<file path="config.mk">
export PLATFORM = sky130hd
export DESIGN_NAME = cfg_ext_requester
export DESIGN_NICKNAME = d
export VERILOG_FILES = /design/src/rtl/cfg_ext_req_pkg.sv /design/src/rtl/cfg_ext_req_stats.sv /design/src/rtl/cfg_ext_requester.sv
export SDC_FILE = /design/constraint.sdc
export NUM_CORES = 1
export LEC_CHECK = 0
export ABC_AREA = 0
export CAP_MARGIN = 30
export CORE_MARGIN = 2
export CORE_UTILIZATION = 46
export DETAILED_ROUTE_END_ITERATION = 7
export GPL_TIMING_DRIVEN = 1
export HOLD_SLACK_MARGIN = 0.02
export PLACE_DENSITY = 0.85
export SKIP_LAST_GASP = 1
export SLEW_MARGIN = 10
export SYNTH_ARGS = -nofsm -noshare
export SYNTH_HDL_FRONTEND = slang
export SYNTH_SLANG_ARGS = --single-unit
</file>
<file path="constraint.sdc">
create_clock -name clk -period 10.3 [get_ports clk]
set_clock_uncertainty 0.05 [all_clocks]
set_input_delay 2.06 -clock clk [delete_from_list [all_inputs] [get_ports clk]]
set_output_delay 2.06 -clock clk [all_outputs]
set_load 0.1 [all_outputs]
</file>
<file path="src/rtl/cfg_ext_req_pkg.sv">
// Shared types for the cfg_ext requester: FSM states, response record, field widths.
// The optional statistics block is enabled by CFG_EXT_REQ_STATS_EN.
package cfg_ext_req_pkg;

    localparam int CFG_EXT_REG_W  = 10;
    localparam int CFG_EXT_FUNC_W = 4;

    typedef enum logic [1:0] {
        ST_IDLE    = 2'd0,
        ST_ISSUE   = 2'd1,
        ST_WAIT_RD = 2'd2,
        ST_RESP    = 2'd3
    } cfg_ext_req_state_e;

    typedef struct packed {
        logic        write;
        logic        timeout;
        logic [31:0] data;
    } cfg_ext_rsp_t;

    function automatic logic [15:0] sat_inc16(input logic [15:0] value);
        sat_inc16 = (value == 16'hFFFF) ? value : value + 16'd1;
    endfunction

endpackage

</file>
<file path="src/rtl/cfg_ext_req_stats.sv">
// Saturating 16-bit event counters for the cfg_ext requester.
// Only instantiated when CFG_EXT_REQ_STATS_EN is defined.
module cfg_ext_req_stats
    import cfg_ext_req_pkg::*;
(
    input  logic        clk,
    input  logic        reset,
    input  logic        stat_clear,
    input  logic        inc_read,
    input  logic        inc_write,
    input  logic        inc_timeout,
    input  logic        inc_stray,
    output logic [15:0] stat_reads,
    output logic [15:0] stat_writes,
    output logic [15:0] stat_timeouts,
    output logic [15:0] stat_stray_valid
);

    logic [15:0] reads_r;
    logic [15:0] writes_r;
    logic [15:0] timeouts_r;
    logic [15:0] stray_r;

    // Counter registers: async reset, synchronous clear, saturating increment.
    always_ff @(posedge clk or posedge reset) begin
        if (reset) begin
            reads_r    <= 16'd0;
            writes_r   <= 16'd0;
            timeouts_r <= 16'd0;
            stray_r    <= 16'd0;
        end else if (stat_clear) begin
            reads_r    <= 16'd0;
            writes_r   <= 16'd0;
            timeouts_r <= 16'd0;
            stray_r    <= 16'd0;
        end else begin
            reads_r    <= inc_read    ? sat_inc16(reads_r)    : reads_r;
            writes_r   <= inc_write   ? sat_inc16(writes_r)   : writes_r;
            timeouts_r <= inc_timeout ? sat_inc16(timeouts_r) : timeouts_r;
            stray_r    <= inc_stray   ? sat_inc16(stray_r)    : stray_r;
        end
    end

    assign stat_reads       = reads_r;
    assign stat_writes      = writes_r;
    assign stat_timeouts    = timeouts_r;
    assign stat_stray_valid = stray_r;

endmodule

</file>
<file path="src/rtl/cfg_ext_requester.sv">
// cfg_ext initiator: single read/write commands in, strobed cfg_ext requests out, bounded read wait.
// Define CFG_EXT_REQ_STATS_EN to add the stat_* counter ports.
module cfg_ext_requester
    import cfg_ext_req_pkg::*;
#(
    parameter int unsigned TIMEOUT_CYCLES = 16,
    parameter logic [31:0] TIMEOUT_DATA   = 32'hFFFF_FFFF
) (
    input  logic                      clk,
    input  logic                      reset,
    input  logic                      req_valid,
    output logic                      req_ready,
    input  logic                      req_write,
    input  logic [CFG_EXT_REG_W-1:0]  req_register_number,
    input  logic [CFG_EXT_FUNC_W-1:0] req_function_number,
    input  logic [31:0]               req_write_data,
    input  logic [3:0]                req_byte_enable,
    output logic                      rsp_valid,
    input  logic                      rsp_ready,
    output logic                      rsp_write,
    output logic                      rsp_timeout,
    output logic [31:0]               rsp_data,
    output logic                      cfg_ext_read_received,
    output logic                      cfg_ext_write_received,
    output logic [CFG_EXT_REG_W-1:0]  cfg_ext_register_number,
    output logic [CFG_EXT_FUNC_W-1:0] cfg_ext_function_number,
    output logic [31:0]               cfg_ext_write_data,
    output logic [3:0]                cfg_ext_write_byte_enable,
    input  logic [31:0]               cfg_ext_read_data,
    input  logic                      cfg_ext_read_data_valid,
    output logic                      busy
`ifdef CFG_EXT_REQ_STATS_EN
    ,
    input  logic                      stat_clear,
    output logic [15:0]               stat_reads,
    output logic [15:0]               stat_writes,
    output logic [15:0]               stat_timeouts,
    output logic [15:0]               stat_stray_valid
`endif
);

    localparam logic [7:0] TIMEOUT_LIMIT = 8'(TIMEOUT_CYCLES);

    cfg_ext_req_state_e        state_r;
    cfg_ext_req_state_e        state_next_s;
    logic                      accept_s;
    logic                      capture_s;
    logic                      expire_s;
    logic [7:0]                wait_cnt_r;
    cfg_ext_rsp_t              rsp_r;
    logic                      ready_r;
    logic                      busy_r;
    logic                      rsp_valid_r;
    logic                      rd_strobe_r;
    logic                      wr_strobe_r;
    logic [CFG_EXT_REG_W-1:0]  reg_num_r;
    logic [CFG_EXT_FUNC_W-1:0] func_num_r;
    logic [31:0]               wdata_r;
    logic [3:0]                be_r;

    // Next-state decode and single-cycle event flags.
    always_comb begin
        state_next_s = state_r;
        accept_s     = 1'b0;
        capture_s    = 1'b0;
        expire_s     = 1'b0;
        case (state_r)
            ST_IDLE: begin
                if (req_valid && ready_r) begin
                    accept_s     = 1'b1;
                    state_next_s = ST_ISSUE;
                end else begin
                    state_next_s = ST_IDLE;
                end
            end
            ST_ISSUE: begin
                if (rsp_r.write) begin
                    state_next_s = ST_RESP;
                end else begin
                    state_next_s = ST_WAIT_RD;
                end
            end
            ST_WAIT_RD: begin
                // Data arriving on the expiry cycle takes priority over the timeout.
                if (cfg_ext_read_data_valid) begin
                    capture_s    = 1'b1;
                    state_next_s = ST_RESP;
                end else if (wait_cnt_r == TIMEOUT_LIMIT) begin
                    expire_s     = 1'b1;
                    state_next_s = ST_RESP;
                end else begin
                    state_next_s = ST_WAIT_RD;
                end
            end
            ST_RESP: begin
                if (rsp_ready) begin
                    state_next_s = ST_IDLE;
                end else begin
                    state_next_s = ST_RESP;
                end
            end
            default: begin
                state_next_s = ST_IDLE;
            end
        endcase
    end

    // State, handshake flags, request fields, strobes and response record.
    always_ff @(posedge clk or posedge reset) begin
        if (reset) begin
            state_r     <= ST_IDLE;
            ready_r     <= 1'b1;
            busy_r      <= 1'b0;
            rsp_valid_r <= 1'b0;
            rd_strobe_r <= 1'b0;
            wr_strobe_r <= 1'b0;
            reg_num_r   <= '0;
            func_num_r  <= '0;
            wdata_r     <= 32'd0;
            be_r        <= 4'd0;
            wait_cnt_r  <= 8'd0;
            rsp_r       <= '0;
        end else begin
            state_r     <= state_next_s;
            ready_r     <= (state_next_s == ST_IDLE);
            busy_r      <= (state_next_s != ST_IDLE);
            rsp_valid_r <= (state_next_s == ST_RESP);
            rd_strobe_r <= accept_s & ~req_write;
            wr_strobe_r <= accept_s & req_write & (|req_byte_enable);
            if (accept_s) begin
                reg_num_r     <= req_register_number;
                func_num_r    <= req_function_number;
                wdata_r       <= req_write_data;
                be_r          <= req_byte_enable;
                rsp_r.write   <= req_write;
                rsp_r.timeout <= 1'b0;
                rsp_r.data    <= 32'd0;
            end else if (capture_s) begin
                rsp_r.data    <= cfg_ext_read_data;
            end else if (expire_s) begin
                rsp_r.timeout <= 1'b1;
                rsp_r.data    <= TIMEOUT_DATA;
            end else begin
                rsp_r         <= rsp_r;
            end
            if (state_r == ST_ISSUE) begin
                wait_cnt_r <= 8'd1;
            end else if (state_r == ST_WAIT_RD) begin
                wait_cnt_r <= wait_cnt_r + 8'd1;
            end else begin
                wait_cnt_r <= wait_cnt_r;
            end
        end
    end

    // req_ready is held low while reset is asserted, high in IDLE afterwards.
    assign req_ready                 = ready_r & ~reset;
    assign busy                      = busy_r;
    assign rsp_valid                 = rsp_valid_r;
    assign rsp_write                 = rsp_r.write;
    assign rsp_timeout               = rsp_r.timeout;
    assign rsp_data                  = rsp_r.data;
    assign cfg_ext_read_received     = rd_strobe_r;
    assign cfg_ext_write_received    = wr_strobe_r;
    assign cfg_ext_register_number   = reg_num_r;
    assign cfg_ext_function_number   = func_num_r;
    assign cfg_ext_write_data        = wdata_r;
    assign cfg_ext_write_byte_enable = be_r;

`ifdef CFG_EXT_REQ_STATS_EN
    logic stray_s;
    assign stray_s = cfg_ext_read_data_valid & (state_r != ST_WAIT_RD);

    cfg_ext_req_stats u_stats (
        .clk              (clk),
        .reset            (reset),
        .stat_clear       (stat_clear),
        .inc_read         (rd_strobe_r),
        .inc_write        (wr_strobe_r),
        .inc_timeout      (expire_s),
        .inc_stray        (stray_s),
        .stat_reads       (stat_reads),
        .stat_writes      (stat_writes),
        .stat_timeouts    (stat_timeouts),
        .stat_stray_valid (stat_stray_valid)
    );
`endif

endmodule
</file>
# Word-level counts from Yosys, hierarchy flattened
# Index checks and enable logic that the tools add are counted.
# W data, S select, Z words.
# op_classes
add_sub_neg	1
eq_ne	6
n_mux	19
bitwise	6
n_reduce_logical	9
# ops
op	n
$mux W34	1
$mux W33	1
$mux W32	1
$mux W8	2
$mux W1	12
$add A8 B1 Y8 const B	1
$eq A8 B5 Y1 const B	1
$pmux W2 S4	1
$eq A2 B2 Y1 const B	3
$reduce_bool A2 Y1	3
$and A1 B1 Y1	4
$logic_not A2 Y1	2
$reduce_or A4 Y1	1
$reduce_bool A3 Y1	1
$eq A2 B1 Y1 const B	1
$mux W2	1
$ne A2 B2 Y1 const B	1
$not A1 Y1	2
$reduce_and A2 Y1	1
$logic_and A1 B1 Y1	1
# totals
regBits	99
in_bits	88
out_inout_bits	89
elab_cells	55

# Longest topological paths before layout
# logic_depth
word_depth	7
depth_mapped	8
ltp_nobuf	7

# Least setup slack after synthesis
# Ideal clock, no wire load.
# synth_path
kind	in2out
startpoint	in reset
endpoint	out req_ready
arrival_time_ns	3.395
required_ns	8.190
path_slack_ns	4.795
stages	1
path_buffers	0
path_cell_list	nor2b_1
# synth_between
elab_chain_len	2
# synth_rtl
item	line	rtl
start, declared	cfg_ext_requester.sv:10	input logic reset,
$not A1 Y1	cfg_ext_requester.sv:157	assign req_ready = ready_r & ~reset;
$and A1 B1 Y1	cfg_ext_requester.sv:157	
end, declared	cfg_ext_requester.sv:12	output logic req_ready,
# No other way between the ends.

# Final worst setup path
# Ends and elaborated chain as after synthesis.

==> flow_metrics.tcl <==
set metrics [dict create \
    worst_hold_path_type "register to register" \
    count_of_buffers_added_by_post_cts_timing_repair_for_setup 0 \
    cts-htree-levels 3 \
    std_cell_rows 35 \
    synth_simple_gate_area_share_pct 22.2 \
    ios 177 \
    status "completed" \
    setup_repair_after_global_routing_missed_its_margin "no" \
    combinational_family_with_the_most_area_after_synthesis "simple AND/OR/NAND/NOR gates" \
    final-setup-viol-count 0 \
    route.antenna.remaining_nets 0 \
    fraction_of_final_layout_cells_with_drive_strength_greater_than_1_pct 14.5 \
    fillers 690 \
    synth.yosys.warnings 0 \
    die_area_sq_mm 0.0100 \
    number_of_antenna_diodes 0 \
    detail_route.first_pass.iterations 4 \
    core_box_area_sq_mm 0.00911 \
    via_count 3627 \
    cp-end-kind "output port" \
    routabilityCongestion 0.759 \
    grt_antenna_before_repair 0 \
    layout-area-overhead-vs-synth_pct 47.5 \
    worst_path_maximum_fanout 2 \
    netlist_instances 442 \
    cts_root_buffer "clkbuf_8" \
    mostFrequentLayoutCells "clkdlybuf4s50_1 (176), nand2_1 (159), dfrtp_1 (98)" \
    global_route.usage.total_pct 22.7 \
    cts.hold.buffers_added 0 \
    most_frequent_standard_cell_in_the_layout_excluding_fill_and_tap_cells "clkdlybuf4s50_1" \
    ys_seq_elements 99 \
    critical_path_arrival_ns 3.80 \
    worst_setup_path_start_kind "input pin" \
    criticalPathCategory "input pin to output port" \
    remaining_drc_errors 0 \
    width_of_the_die_microns 100 \
    pin_count_of_the_biggest_net_entering_global_routing 65 \
    min_period_over_period_pct 57.3 \
    global_route.overflow_total 0 \
    buffer_ports.inserted 176 \
    detailedPlacementHpwl_microns 7890 \
    xor_xnor_share_of_the_synthesized_area_pct 0.411 \
    first_pass_grt_wire_length_microns 17900 \
    drv_cap 0 \
    worst_max_slew_pin_slew_ns 1.02 \
    hold_violations 0 \
    critical_path_source "reset" \
    mapped_nets 536 \
    setup-tns-final_ns 0 \
    post_synth_instance_area_sq_mm 0.00426 \
    min_clock_period_post_route_ns 5.91 \
    cts-buffers-inserted 9 \
    clk_pin_slew_ns 0.09 \
    worst_r2r_path_depth 6 \
    yosys-mux-area-fraction_pct 0 \
    timing.fmax_ghz 0.169 \
    die_y_microns 100 \
    regToRegEndpoint "cfg_ext_write_data[1]" \
    drt_iter0_drc 78 \
    cp_data_required_time_ns 8.19 \
    slew_viol_final 0 \
    clock_tree_from_tritoncts "built" \
    post_drt_via_cell_ratio 5.02 \
    postRouteWirelength_microns 11000 \
    synthAdderAreaFrac_pct 1.76 \
    synth_sequential_area_ratio_pct 58.2 \
    post_synth_cell_types 33 \
    cts_num_sinks 99 \
    clk-insertion-delay-late_ns 0.35 \
    start_util_pct 46.7 \
    syn_avg_cell_area_sq_um 9.63 \
    crit_end "req_ready" \
    clock_path_buffers 2 \
    reg2reg_slack_ns 8.00 \
    first_global_vias 3675 \
    route.detailed.wl_per_inst_microns 15.3 \
    cts.repair.resized 0 \
    worst_slew_margin_rel_pct 31.7 \
    layout.nets 701 \
    synth-compound-area-share_pct 12.9 \
    worstReg2RegStart "state_r[1]" \
]
## layer usage
| metal | up-vias | wire [microns] | GRT usage, % |
|---|---|---|---|
| met1 | 1747 | 4630 | 29.5 |
| met4 | 0 | 197 | 7.90 |
| met2 | 125 | 5480 | 37.5 |
| met3 | 16 | 719 | 5.43 |
| li1 | 1739 | - | - |
| met5 | - | 0 | 0 |
## worst min path at each step
stage                          startpoint                         end  slack (ns)  cells after the start
2_1_floorplan               wait_cnt_r[3]               wait_cnt_r[3]        0.45                      1
3_3_place_gp        cfg_ext_write_data[1]       cfg_ext_write_data[1]        0.41                      2
3_5_place_dp   cfg_ext_register_number[5]  cfg_ext_register_number[5]        0.41                      2
4_1_cts            cfg_ext_write_data[19]      cfg_ext_write_data[19]        0.43                      2
5_1_grt            cfg_ext_write_data[24]      cfg_ext_write_data[24]        0.46                      2
6_report       cfg_ext_register_number[5]  cfg_ext_register_number[5]        0.43                      2
## logic make-up after synthesis
| logic type | after synthesis |
|---|---|
| compound gates | 82 |
| flops | 99 |
| fa+ha+maj | 6 |
| xor+xnor | 2 |
| buf+inv | 35 |
| simple gates | 218 |
## state kept, by name, indices dropped and copies added (netlist names)
name and cells:
ready_r 1, cfg_ext_function_number 4, cfg_ext_write_data 32, state_r 2, rsp_write 1, wait_cnt_r 8
cfg_ext_read_received 1, rsp_timeout 1, rsp_data 32, cfg_ext_write_received 1, rsp_valid 1, busy 1
cfg_ext_register_number 10, cfg_ext_write_byte_enable 4
## area by class of cell
| type | count | area, sq um | share of cell area, % |
|---|---|---|---|
| Sequential cell | 99 | 2480 | 39.5 |
| Timing Repair Buffer | 181 | 1830 | 29.2 |
| Multi-Input combinational cell | 308 | 1600 | 25.4 |
| Clock buffer | 11 | 141 | 2.25 |
| Tap cell | 111 | 139 | 2.21 |
| Clock inverter | 5 | 60.1 | 0.956 |
| Inverter | 8 | 32.5 | 0.518 |
## per-stage QoR
step                      setup WS [ns]  hold slack, ns  cell area, sq um  cells  utilization [%]
final                              4.39           0.430              6280    723             68.9
after detailed placement           4.40           0.412              6060    706             66.5
after global placement             4.39           0.406              6030    705             66.2
after global routing               4.36           0.456              6280    723             68.9
after floorplan                    4.79           0.452              4260    442                -
after CTS                          4.39           0.434              6260    722             68.7
## worst max-delay path, stage by stage
cell and delay (ns):
clkdlybuf4s50_1 0.46, nor2b_1 0.13, clkdlybuf4s50_1 1.14
## cells in the mapped netlist
master | instances | area, sq um
xnor2_1 | 2 | 17.5
and3_2 | 1 | 7.51
nor3_1 | 3 | 15.0
a31oi_1 | 1 | 6.26
a21oi_1 | 7 | 35.0
a32o_1 | 1 | 10.0
o22ai_1 | 1 | 6.26
ha_1 | 6 | 75.1
o41ai_1 | 1 | 8.76
nand3_1 | 4 | 20.0
buf_6 | 1 | 11.3
a221o_1 | 1 | 10.0
inv_1 | 8 | 30.0
nor2b_1 | 3 | 18.8
nor4b_2 | 1 | 15.0
o31ai_1 | 1 | 7.51
nand2b_1 | 2 | 12.5
dfstp_2 | 1 | 26.3
a21o_1 | 1 | 7.51
o21a_1 | 1 | 7.51
buf_12 | 3 | 60.1
nor2_2 | 30 | 188
and2_1 | 1 | 6.26
and4bb_2 | 1 | 12.5
a22o_1 | 1 | 8.76
a21oi_2 | 30 | 263
dfrtp_1 | 98 | 2450
nand2_1 | 160 | 601
clkbuf_1 | 19 | 71.3
o21ai_0 | 36 | 180
nor2_1 | 11 | 41.3
buf_2 | 4 | 20.0
and3_1 | 1 | 6.26
Power is left out: the tool's default activity adds up to more than one toggle a clock period on the data nets, which glitch-free logic cannot reach.
